--- src/rtl/kl_decode_pkg.sv ---
// Shared opcode encodings, ctrl_out field offsets and the decoded-instruction bundle
// for decode_stage_sb.
package kl_decode_pkg;

    localparam logic [2:0] OP_NOP = 3'b000;
    localparam logic [2:0] OP_LDR = 3'b011;
    localparam logic [2:0] OP_STR = 3'b100;
    localparam logic [2:0] OP_ALU = 3'b101;
    localparam logic [2:0] OP_MOV = 3'b110;

    localparam logic [1:0] ALU_ADD = 2'b00;
    localparam logic [1:0] ALU_CMP = 2'b01;
    localparam logic [1:0] ALU_AND = 2'b10;
    localparam logic [1:0] ALU_MVN = 2'b11;
    localparam logic [1:0] MOV_IMM = 2'b10;

    // Bit positions inside ctrl_out; pc sits above asel, opcode above pc.
    localparam int CTRL_WNUM_LSB  = 0;
    localparam int CTRL_WRITE     = 3;
    localparam int CTRL_SHIFT_LSB = 4;
    localparam int CTRL_ALUOP_LSB = 6;
    localparam int CTRL_LOADS     = 8;
    localparam int CTRL_BSEL      = 9;
    localparam int CTRL_ASEL      = 10;
    localparam int CTRL_PC_LSB    = 11;

    localparam int USED_RM = 2;
    localparam int USED_RN = 1;
    localparam int USED_RD = 0;

    typedef struct packed {
        logic [2:0] opcode;
        logic       asel;
        logic       bsel;
        logic       loads;
        logic [1:0] aluop;
        logic [1:0] shift;
        logic       write;
        logic [2:0] writenum;
        logic [2:0] rm;
        logic [2:0] rn;
        logic [2:0] rd;
        logic [2:0] used;
        logic [7:0] imm;
    } dec_t;

    function automatic dec_t decode(input logic [15:0] ir);
        dec_t d;
        d = '0;
        d.opcode = ir[15:13];
        case (ir[15:13])
            OP_NOP: d.opcode = OP_NOP;
            OP_MOV: begin
                d.bsel  = 1'b1;
                d.write = 1'b1;
                if (ir[12:11] == MOV_IMM) begin
                    d.asel     = 1'b1;
                    d.writenum = ir[10:8];
                    d.imm      = ir[7:0];
                end else begin
                    d.writenum = ir[7:5];
                    d.shift    = ir[4:3];
                    d.rm       = ir[2:0];
                    d.used     = 3'b100;
                end
            end
            OP_ALU: begin
                d.aluop = ir[12:11];
                d.shift = ir[4:3];
                d.rm    = ir[2:0];
                case (ir[12:11])
                    ALU_ADD, ALU_AND: begin
                        d.rn       = ir[10:8];
                        d.write    = 1'b1;
                        d.writenum = ir[7:5];
                        d.used     = 3'b110;
                    end
                    ALU_CMP: begin
                        d.rn    = ir[10:8];
                        d.loads = 1'b1;
                        d.used  = 3'b110;
                    end
                    ALU_MVN: begin
                        d.write    = 1'b1;
                        d.writenum = ir[7:5];
                        d.used     = 3'b100;
                    end
                    default: d.used = 3'b000;
                endcase
            end
            OP_STR: begin
                d.bsel = 1'b1;
                d.rm   = ir[10:8];
                d.rd   = ir[7:5];
                d.imm  = {{3{ir[4]}}, ir[4:0]};
                d.used = 3'b101;
            end
            OP_LDR: begin
                d.bsel     = 1'b1;
                d.rm       = ir[10:8];
                d.write    = 1'b1;
                d.writenum = ir[7:5];
                d.imm      = {{3{ir[4]}}, ir[4:0]};
                d.used     = 3'b100;
            end
            default: d.used = 3'b000;
        endcase
        return d;
    endfunction

endpackage

--- src/rtl/kl_scoreboard.sv ---
// Per-register count of in-flight writes with same-cycle writeback bypass;
// reports whether the offered instruction must wait.
module kl_scoreboard
    import kl_decode_pkg::*;
#(
    parameter int SB_DEPTH = 3
) (
    input  logic       clk,
    input  logic       rst,
    input  logic       flush,
    input  logic       inc_en,
    input  logic [2:0] inc_num,
    input  logic       wb_valid,
    input  logic [2:0] wb_num,
    input  logic [2:0] used,
    input  logic [2:0] rm,
    input  logic [2:0] rn,
    input  logic [2:0] rd,
    input  logic       write,
    input  logic [2:0] writenum,
    output logic       blocked
);

    localparam int            CW  = $clog2(SB_DEPTH + 1);
    localparam logic [CW-1:0] SAT = CW'(SB_DEPTH);

    logic [CW-1:0] cnt [8];
    logic [CW-1:0] eff [8];
    logic [7:0]    inc;
    logic [7:0]    dec;

    for (genvar r = 0; r < 8; r++) begin : g_reg
        logic [CW-1:0] cnt_q;

        // A writeback against an empty counter is dropped rather than wrapping.
        assign dec[r] = wb_valid && (wb_num == 3'(r)) && (cnt_q != '0);
        assign inc[r] = inc_en && (inc_num == 3'(r));
        assign cnt[r] = cnt_q;
        assign eff[r] = cnt_q - CW'(dec[r]);

        always_ff @(posedge clk or posedge rst) begin
            if (rst)
                cnt_q <= '0;
            else if (flush)
                cnt_q <= '0;
            else if (inc[r] && !dec[r])
                cnt_q <= cnt_q + CW'(1);
            else if (dec[r] && !inc[r])
                cnt_q <= cnt_q - CW'(1);
        end
    end

    assign blocked = (used[USED_RM] && (eff[rm] != '0)) ||
                     (used[USED_RN] && (eff[rn] != '0)) ||
                     (used[USED_RD] && (eff[rd] != '0)) ||
                     (write && (eff[writenum] == SAT));

endmodule

--- src/rtl/decode_stage_sb.sv ---
// Registered 16-bit instruction decoder with write scoreboard and valid/ready output.
// Define KL_DECODE_ILLEGAL_TRAP_EN to add illegal_out for opcodes 001/010/111.
module decode_stage_sb
    import kl_decode_pkg::*;
#(
    parameter int PC_W     = 8,
    parameter int DATA_W   = 16,
    parameter int SB_DEPTH = 3
) (
    input  logic              clk,
    input  logic              rst,
    input  logic              in_valid,
    output logic              in_ready,
    input  logic [15:0]       ir_in,
    input  logic [PC_W-1:0]   pc_in,
    input  logic              flush,
    input  logic              wb_valid,
    input  logic [2:0]        wb_num,
    output logic              out_valid,
    input  logic              out_ready,
    output logic [13+PC_W:0]  ctrl_out,
    output logic [2:0]        num_rm,
    output logic [2:0]        num_rn,
    output logic [2:0]        num_rd,
    output logic [2:0]        used_mask,
    output logic [DATA_W-1:0] sximm,
    output logic              hazard_stall
`ifdef KL_DECODE_ILLEGAL_TRAP_EN
    ,
    output logic              illegal_out
`endif
);

    dec_t             dec_p0;
    dec_t             dec_p1;
    logic [PC_W-1:0]  pc_p1;
    logic             vld_p1;
    logic             sb_block;
    logic             hazard;
    logic             accept;
    logic signed [7:0] imm_s;

    assign dec_p0 = decode(ir_in);

    kl_scoreboard #(
        .SB_DEPTH (SB_DEPTH)
    ) u_sb (
        .clk      (clk),
        .rst      (rst),
        .flush    (flush),
        .inc_en   (accept && dec_p0.write),
        .inc_num  (dec_p0.writenum),
        .wb_valid (wb_valid),
        .wb_num   (wb_num),
        .used     (dec_p0.used),
        .rm       (dec_p0.rm),
        .rn       (dec_p0.rn),
        .rd       (dec_p0.rd),
        .write    (dec_p0.write),
        .writenum (dec_p0.writenum),
        .blocked  (sb_block)
    );

    assign hazard       = in_valid && sb_block;
    assign in_ready     = !flush && !hazard && (!vld_p1 || out_ready);
    assign hazard_stall = hazard && !flush;
    assign accept       = in_valid && in_ready;

    // p0 -> p1: output register, held while the consumer stalls
    always_ff @(posedge clk or posedge rst) begin
        if (rst) begin
            vld_p1 <= 1'b0;
            dec_p1 <= '0;
            pc_p1  <= '0;
        end else begin
            if (flush)
                vld_p1 <= 1'b0;
            else if (accept)
                vld_p1 <= 1'b1;
            else if (out_ready)
                vld_p1 <= 1'b0;
            if (accept) begin
                dec_p1 <= dec_p0;
                pc_p1  <= pc_in;
            end
        end
    end

`ifdef KL_DECODE_ILLEGAL_TRAP_EN
    logic ill_p1;

    always_ff @(posedge clk or posedge rst) begin
        if (rst)
            ill_p1 <= 1'b0;
        else if (accept)
            ill_p1 <= (ir_in[15:13] == 3'b001) || (ir_in[15:13] == 3'b010) ||
                      (ir_in[15:13] == 3'b111);
    end

    assign illegal_out = ill_p1;
`endif

    always_comb begin
        ctrl_out = '0;
        ctrl_out[CTRL_WNUM_LSB +: 3]     = dec_p1.writenum;
        ctrl_out[CTRL_WRITE]             = dec_p1.write;
        ctrl_out[CTRL_SHIFT_LSB +: 2]    = dec_p1.shift;
        ctrl_out[CTRL_ALUOP_LSB +: 2]    = dec_p1.aluop;
        ctrl_out[CTRL_LOADS]             = dec_p1.loads;
        ctrl_out[CTRL_BSEL]              = dec_p1.bsel;
        ctrl_out[CTRL_ASEL]              = dec_p1.asel;
        ctrl_out[CTRL_PC_LSB +: PC_W]    = pc_p1;
        ctrl_out[CTRL_PC_LSB + PC_W +: 3] = dec_p1.opcode;
    end

    assign imm_s     = dec_p1.imm;
    assign sximm     = DATA_W'(imm_s);
    assign out_valid = vld_p1;
    assign num_rm    = dec_p1.rm;
    assign num_rn    = dec_p1.rn;
    assign num_rd    = dec_p1.rd;
    assign used_mask = dec_p1.used;

endmodule

--- config.mk ---
export PLATFORM = sky130hd
export DESIGN_NAME = decode_stage_sb
export DESIGN_NICKNAME = d
export VERILOG_FILES = /design/src/rtl/kl_decode_pkg.sv /design/src/rtl/kl_scoreboard.sv /design/src/rtl/decode_stage_sb.sv
export SDC_FILE = /design/constraint.sdc
export NUM_CORES = 1
export LEC_CHECK = 0
export CAP_MARGIN = 20
export CORE_MARGIN = 2
export CORE_UTILIZATION = 40
export DETAILED_ROUTE_END_ITERATION = 12
export DONT_BUFFER_PORTS = 1
export GPL_ROUTABILITY_DRIVEN = 0
export PLACE_DENSITY = 0.66
export SLEW_MARGIN = 20
export SYNTH_ARGS = -nofsm -noshare
export SYNTH_HDL_FRONTEND = slang
export SYNTH_SLANG_ARGS = --single-unit
--- constraint.sdc ---
create_clock -name clk -period 3.61 [get_ports clk]
set_input_delay 0.1805 -clock clk [delete_from_list [all_inputs] [get_ports clk]]
set_output_delay 0.1805 -clock clk [all_outputs]
set_load 0.01 [all_outputs]
# Word-level counts from Yosys, hierarchy flattened

Index checks and enable logic that the tools add are counted.

Bits of input ports: 33
Bits in latches: 0
Logic and storage cells: 238
ROM bits: 0
Memory bits (writable): 0
Memories: 0
Flip-flop bits (word level): 59
Output and inout port bits: 53

Reduce and logical (&&, ||, !) cells: 101
Multipliers: 0
Shifts and indexed selects: 0
Multiplexer cells: 60
$lt $le $gt $ge: 4
Add/sub/neg operators: 24
Bitwise operators: 4
Eq/ne operators: 22
Div/mod/pow operators: 0

Operators with widths:

| operator              | number |
|---|---|
| $mux W2               | 33 |
| $logic_and A1 B1 Y1   | 50 |
| $eq A3 B3 Y1 const B  | 11 |
| $reduce_bool A3 Y1    | 9 |
| $bmux W2 S3           | 4 |
| $mux W3               | 8 |
| $reduce_bool A2 Y1    | 11 |
| $logic_not A1 Y1      | 19 |
| $add A2 B1 Y2 const B | 8 |
| $ge A4 B4 Y1 const B  | 4 |
| $not A3 Y4            | 4 |
| $pmux W8 S2           | 1 |
| $sub A2 B1 Y2         | 8 |
| $sub A2 B1 Y2 const B | 8 |
| $eq A3 B2 Y1 const B  | 5 |
| $pmux W3 S4           | 1 |
| $pmux W4 S3           | 1 |
| $logic_not A3 Y1      | 3 |
| $pmux W3 S3           | 1 |
| $reduce_or A3 Y1      | 3 |
| $mux W8               | 1 |
| $mux W1               | 7 |
| $eq A2 B2 Y1 const B  | 3 |
| $eq A3 B1 Y1 const B  | 2 |
| other kinds (7)       | 10 |

# Depth between registers and ports, before layout

Depth after elaboration: 25
Mapped depth: 15
Depth with buffers taken out: 13

# Cells and area by module

Synthesis repeated with hierarchy kept, for this count alone.

Cell total of the unflattened synthesis: 417
Area, all modules: 3,732.3 um^2

Modules (own cells, without submodules):

| module          | cells an instance | sequential area each (um^2) | area an instance (um^2) | times used |
|---|---|---|---|---|
| decode_stage_sb | 217               | 1,076.0                     | 2,044.5                 | 1 |
| kl_scoreboard   | 200               | 400.4                       | 1,687.9                 | 1 |

# Least setup slack after synthesis

Ideal clock, no wire load.

Path kind: reg2reg
From: register u_sb.g_reg[4].cnt_q[0]
To: register u_sb.g_reg[1].cnt_q[1]
Arrival: 3,292 ps
Clock period less this slack: 3,420 ps
Buffers on the path: 0
Stages on the path, launching flop included: 13
Path slack: 190 ps
Data required time: 3,482 ps
Setup time: 128 ps
Cells stage by stage: dfrtp_1 -> nor2_1 -> nor4_1 -> ha_1 -> xnor2_1 -> nand2_1 -> mux4_2 -> and3_1 -> a31o_1 -> nor3_4 -> and4b_1 -> mux2i_1 -> mux2_1

Cells in the longest elaborated chain, start to end: 21
Elaborated cells between the ends (all ways): 39
Classes of those cells: 1 x add/sub; 1 x eq/ne; 14 x mux; 23 x reduce/logical

Ends and longest elaborated chain:

| what                                                           | line                                     | RTL |
|---|---|---|
| start, declared                                                | kl_scoreboard.sv:33                      | `logic [CW-1:0] cnt_q;` |
| start signal, assigned                                         | kl_scoreboard.sv:47                      | `cnt_q <= cnt_q + CW'(1);` |
| start signal, assigned                                         | kl_scoreboard.sv:49                      | `cnt_q <= cnt_q - CW'(1);` |
| $reduce_bool A2 Y1                                             | kl_scoreboard.sv:36                      | `assign dec[r] = wb_valid && (wb_num == 3'(r)) && (cnt_q != '0);` |
| $logic_and A1 B1 Y1                                            | kl_scoreboard.sv:36                      |  |
| $sub A2 B1 Y2 (*)                                              | kl_scoreboard.sv:39                      | `assign eff[r] = cnt_q - CW'(dec[r]);` |
| $bmux W2 S3, on equally long branches                          | kl_scoreboard.sv:53, kl_scoreboard.sv:54 |  |
| $mux W2, on equally long branches (2 in series)                | kl_scoreboard.sv:53, kl_scoreboard.sv:54 |  |
| $reduce_bool A2 Y1, on equally long branches                   | kl_scoreboard.sv:53, kl_scoreboard.sv:54 |  |
| $logic_and A1 B1 Y1, on equally long branches                  | kl_scoreboard.sv:53, kl_scoreboard.sv:54 |  |
| $logic_or A1 B1 Y1                                             | kl_scoreboard.sv:53                      | `assign blocked = (used[USED_RM] && (eff[rm] != '0)) \|\|` |
| [... 3 more ...]                                               | n/a                                      |  |
| $logic_not A1 Y1 (*)                                           | decode_stage_sb.sv:65                    | `assign in_ready = !flush && !hazard && (!vld_p1 \|\| out_ready);` |
| $logic_and A1 B1 Y1 (*) (2 in series)                          | decode_stage_sb.sv:65                    |  |
| $logic_and A1 B1 Y1 (*)                                        | decode_stage_sb.sv:67                    | `assign accept = in_valid && in_ready;` |
| $logic_and A1 B1 Y1 (*)                                        | decode_stage_sb.sv:51                    | `.inc_en (accept && dec_p0.write),` |
| $logic_and A1 B1 Y1 (*)                                        | kl_scoreboard.sv:37                      | `assign inc[r] = inc_en && (inc_num == 3'(r));` |
| $logic_and A1 B1 Y1 / $logic_not A1 Y1 (equally long branches) | kl_scoreboard.sv:46, kl_scoreboard.sv:48 |  |
| $mux W2 / $logic_and A1 B1 Y1 (equally long branches)          | kl_scoreboard.sv:46, kl_scoreboard.sv:48 |  |
| $mux W2 / $reduce_bool A3 Y1 (equally long branches)           | n/a                                      |  |
| end signal, assigned                                           | kl_scoreboard.sv:47                      |  |
| end signal, assigned                                           | kl_scoreboard.sv:49                      |  |
| end, declared                                                  | kl_scoreboard.sv:33                      |  |

Every way passes the cells marked *; elsewhere a longest branch is shown, timed or not. The select of a mux whose other input is x is not followed.
A chain may end at the register's enable or synchronous reset.

# Worst setup path in the final report

From: register u_sb.g_reg[5].cnt_q[1]
To: register u_sb.g_reg[2].cnt_q[1]

Cells in the longest elaborated chain, start to end: 21
Elaborated cells between the ends (all ways): 39
Classes of those cells: 1 x add/sub; 1 x eq/ne; 14 x mux; 23 x reduce/logical

Ends and longest elaborated chain:

| what                                                           | line |
|---|---|
| start, declared                                                | kl_scoreboard.sv:33 |
| start signal, assigned                                         | kl_scoreboard.sv:47 |
| start signal, assigned                                         | kl_scoreboard.sv:49 |
| $reduce_bool A2 Y1                                             | kl_scoreboard.sv:36 |
| $logic_and A1 B1 Y1                                            | kl_scoreboard.sv:36 |
| $sub A2 B1 Y2 (*)                                              | kl_scoreboard.sv:39 |
| $bmux W2 S3, on equally long branches                          | kl_scoreboard.sv:53, kl_scoreboard.sv:54 |
| $mux W2, on equally long branches (2 in series)                | kl_scoreboard.sv:53, kl_scoreboard.sv:54 |
| $reduce_bool A2 Y1, on equally long branches                   | kl_scoreboard.sv:53, kl_scoreboard.sv:54 |
| $logic_and A1 B1 Y1, on equally long branches                  | kl_scoreboard.sv:53, kl_scoreboard.sv:54 |
| $logic_or A1 B1 Y1                                             | kl_scoreboard.sv:53 |
| [... 3 more ...]                                               | n/a |
| $logic_not A1 Y1 (*)                                           | decode_stage_sb.sv:65 |
| $logic_and A1 B1 Y1 (*) (2 in series)                          | decode_stage_sb.sv:65 |
| $logic_and A1 B1 Y1 (*)                                        | decode_stage_sb.sv:67 |
| $logic_and A1 B1 Y1 (*)                                        | decode_stage_sb.sv:51 |
| $logic_and A1 B1 Y1 (*)                                        | kl_scoreboard.sv:37 |
| $logic_and A1 B1 Y1 / $logic_not A1 Y1 (equally long branches) | kl_scoreboard.sv:46, kl_scoreboard.sv:48 |
| $mux W2 / $logic_and A1 B1 Y1 (equally long branches)          | kl_scoreboard.sv:46, kl_scoreboard.sv:48 |
| $mux W2 / $reduce_bool A3 Y1 (equally long branches)           | n/a |
| end signal, assigned                                           | kl_scoreboard.sv:47 |
| end signal, assigned                                           | kl_scoreboard.sv:49 |
| end, declared                                                  | kl_scoreboard.sv:33 |

Marks and branches as above.

==> flow_summary.rst <==
.. list-table::
   :header-rows: 1

   * - Metric
     - Value
   * - Router iterations before antenna repair
     - 6
   * - Signal arrival time at the worst endpoint
     - 3.76 ns
   * - WL per Instance
     - 18.1 um
   * - Post-detailed-placement half-perimeter wirelength
     - between 6000 and 7000 um
   * - Violation count after the first detailed-routing iteration
     - 224
   * - Total power
     - approximately 1.7 mW
   * - Net count of the finished layout
     - around 470
   * - Initial antenna violation count
     - 1
   * - Remaining design rule violation count
     - 0
   * - Number of enable-type register cells in the synthesized netlist
     - 0
   * - Worst min-delay path startpoint
     - ir_in[15]
   * - Fraction of final layout cells with drive strength greater than 1
     - a little under a fifth
   * - Initial core utilization
     - between 40% and 50%
   * - Number of warnings reported in the yosys synthesis log
     - 0
   * - Number of fill cells
     - a little over 800
   * - Buffer type at the clock tree root
     - clkbuf_8
   * - Most common cell in the netlist
     - dfrtp_1
   * - Clock buffer depth
     - 2
   * - Num ports
     - 86
   * - Top post-synthesis cells by area
     - dfrtp_1, mux2_2, nand2_1, xnor2_1, o21ai_0
   * - Die height
     - 99.7 um
   * - Area occupied by multi-input gates
     - 0.00205 sq mm
   * - DR vias
     - 3145
   * - Pwr/cell area
     - 392 mW/mm^2
   * - MaxCap Viol Count
     - 0
   * - Placed cell areas
     - 0.00375 sq mm
   * - Setup slack after layout
     - slightly above 0.09 ns
   * - Setup crit start kind
     - flip-flop
   * - Setup Skew
     - 0.0131 ns
   * - Hold endpoint
     - ctrl_out[9]
   * - Share of the cycle needed by the critical path after routing
     - 97.5%
   * - CTS tree
     - done
   * - Worst hold path cell count
     - 2
   * - Utilization of the core after routing
     - 49.4%
   * - Total setup violations reported at the end of the flow
     - 0
   * - Total number of H-tree levels
     - 3
   * - Via count of the first global-routing pass
     - 3067
   * - Vias per cell
     - between 5 and 6
   * - Top cells by instance count after synthesis
     - dfrtp_1, nand2_1, o21ai_0, nor2_1, xnor2_1
   * - Total gr overflow
     - 0
   * - Max FO, Critical Path
     - 5
   * - Clock sinks
     - 59
   * - Cell taking the most area after synthesis
     - dfrtp_1
   * - Number of antenna cells inserted
     - 0
   * - Final setup TNS
     - 0 ns
   * - Synthesis-to-finish area growth
     - 18.7%
   * - Cell area after synthesis
     - 0.00366 sq mm
   * - Residual antenna-violating net count after detailed routing
     - 0
   * - Clock-pin slew on the worst setup and hold paths
     - 0.07 ns
   * - GRT Total Usage
     - 19.7%
   * - Cell row count
     - 34
   * - Launch point of the worst reg-to-reg path
     - u_sb.g_reg[5].cnt_q[1]
   * - Die Width
     - 99.7 um
   * - Storage cell area
     - 0.00148 sq mm
   * - Wire length of the first global-routing pass
     - 15400 um
   * - Post-synth cell types
     - 61
   * - Avg Cell Area, Syn
     - 9.14 sq um
   * - Sequential share of the synthesized area
     - 40.3%
   * - Worst-case setup slack after placement
     - 0.110 ns
   * - Critical setup path kind
     - reg -> reg
   * - Worst max-slew margin expressed relative to the limit
     - 45.7%
   * - Top_reg_cell synth
     - dfrtp_1
   * - Clk Latency, worst-skew pair
     - roughly 0.36 ns
   * - Count of final max-slew check failures
     - 0
   * - Worst ir drop on vdd
     - about 270 uV
   * - Pin count of the biggest net entering global routing
     - 69
   * - Number of buffers created by CTS
     - 9
   * - Synth top area share
     - 40.3%
   * - Mapped Nets
     - ~440
   * - Core ar.
     - 0.00881 sq mm
   * - Number of synthesized register bits
     - 59
   * - CP Data Required Time
     - 3.85 ns
   * - Share of synthesized flip-flops with an asynchronous set or reset
     - 100%
   * - Total of buffers placed on input and output ports
     - 0
   * - Hold Fails Final Rpt
     - 0
   * - Final Routed Wirelength
     - 9840 um
   * - Static leakage power
     - 1.87 nW
   * - CP endpoint kind
     - flip-flop
   * - Status
     - complete, no violations
   * - Post-route cell area
     - 0.00435 sq mm
   * - Tightest Hold Check Type
     - in -> reg
   * - Final Critical Period
     - 3.52 ns
   * - Highest achievable clock rate
     - between 0.2 and 0.3 GHz
   * - Number of cells on the worst reg-to-reg path
     - 14
   * - Full die area
     - 0.00994 sq mm
   * - Minimum setup slack among reg-to-reg paths
     - 0.09 ns
   * - Instance count of the mapped netlist
     - 401
   * - Reg-to-reg critical path endpoint
     - u_sb.g_reg[2].cnt_q[1]
   * - Transition time at the pin with the least slew margin
     - 0.814 ns
metrics by stage:
stage | cells | hold WS (ns)
5_1_grt | 545 | 0.0259
3_3_place_gp | 496 | 0.139
2_1_floorplan | 401 | 0.281
3_5_place_dp | 496 | 0.145
6_report | 545 | 0.0282
4_1_cts | 536 | 0.0210
sequential cells by signal (all words and copies together) (netlist names):
name	flops
ctrl_out	14
imm_s	8
num_rd	3
num_rm	3
num_rn	3
out_valid	1
pc_p1	8
u_sb.g.cnt_q	16
used_mask	3
power breakdown:
| group | total, mW | switching (mW) | internal, mW |
|---|---|---|---|
| clock | 0.626 | 0.303 | 0.323 |
| sequential | 0.834 | 0.0985 | 0.736 |
| combinational | 0.246 | 0.130 | 0.117 |
| total | 1.71 | 0.531 | 1.18 |
placed cells by master, fill, tap and decap left out, types with 5 or more instances in the layout:
| cell | instances |
|---|---|
| dfrtp_1 | 58 |
| a21oi_1 | 10 |
| clkbuf_8 | 9 |
| inv_1 | 20 |
| o21ai_0 | 38 |
| nand3_1 | 7 |
| mux2_2 | 19 |
| nand2_1 | 55 |
| buf_4 | 12 |
| xnor2_1 | 21 |
| dlygate4sd3_1 | 24 |
| ha_1 | 7 |
| nand4_1 | 5 |
| o211ai_1 | 5 |
| nand2b_1 | 6 |
| nor2_1 | 29 |
final cells by class:
cell class | count | area share [%]
Multi-Input combinational cell | 299 | 47.2
Inverter | 22 | 1.90
Timing Repair Buffer | 41 | 9.21
Clock buffer | 9 | 2.85
Clock inverter | 7 | 1.78
Tap cell | 108 | 3.11
Sequential cell | 59 | 34.0
layer usage:
metal  part of all wire, %  global-route usage (%)  vias to the layer above
li1                      -                       -                     1480
met4                   2.2                    8.43                        2
met1                    41                    24.1                     1500
met3                   8.4                    5.13                       27
met2                    48                    33.0                      136
met5                  0.11                       0                        -
timing repair:
| action | 4_1_cts | 5_1_grt |
|---|---|---|
| hold buffers | 24 | 0 |
| buffers inserted | 0 | 7 |
| endpoints found under the hold margin | 59 | 0 |
| gates resized for setup | 0 | 17 |
| endpoints found under the setup margin | 0 | 45 |
worst max-delay path, cell delays in order (launching register included):
cell and delay [ns]:
dfrtp_2 0.42, nor2_1 0.06, or3_4 0.40, inv_2 0.08, ha_2 0.18, xnor2_2 0.12
nand2_1 0.10, mux4_2 0.44, and3_1 0.19, a31o_1 0.21, nor3_4 0.24, buf_6 0.15
nand4_2 0.15, or4_4 0.52, o2111a_1 0.15
kinds of logic after synthesis:
logic type,synth area share [%]
AOI/OAI and AO/OA,18.2
and+or+nand+nor,19.4
xor gates and xnor gates,5.50
adders and majority gates,2.73
DFF,40.3
muxes,8.47
buffers and inverters,5.43
how the worst max path moves through the flow:
stage / end / slack, ns / startpoint
after floorplan: u_sb.g_reg[1].cnt_q[1] / 0.19 / u_sb.g_reg[4].cnt_q[0]
after global placement: u_sb.g_reg[7].cnt_q[1] / 0.22 / u_sb.g_reg[1].cnt_q[1]
after detailed placement: u_sb.g_reg[7].cnt_q[1] / 0.11 / u_sb.g_reg[5].cnt_q[1]
after CTS: in_ready / 0.05 / u_sb.g_reg[5].cnt_q[1]
after global routing: in_ready / -0.04 / u_sb.g_reg[5].cnt_q[1]
final: u_sb.g_reg[2].cnt_q[1] / 0.09 / u_sb.g_reg[5].cnt_q[1]
No activity file was read; power rests on OpenSTA's default activity.
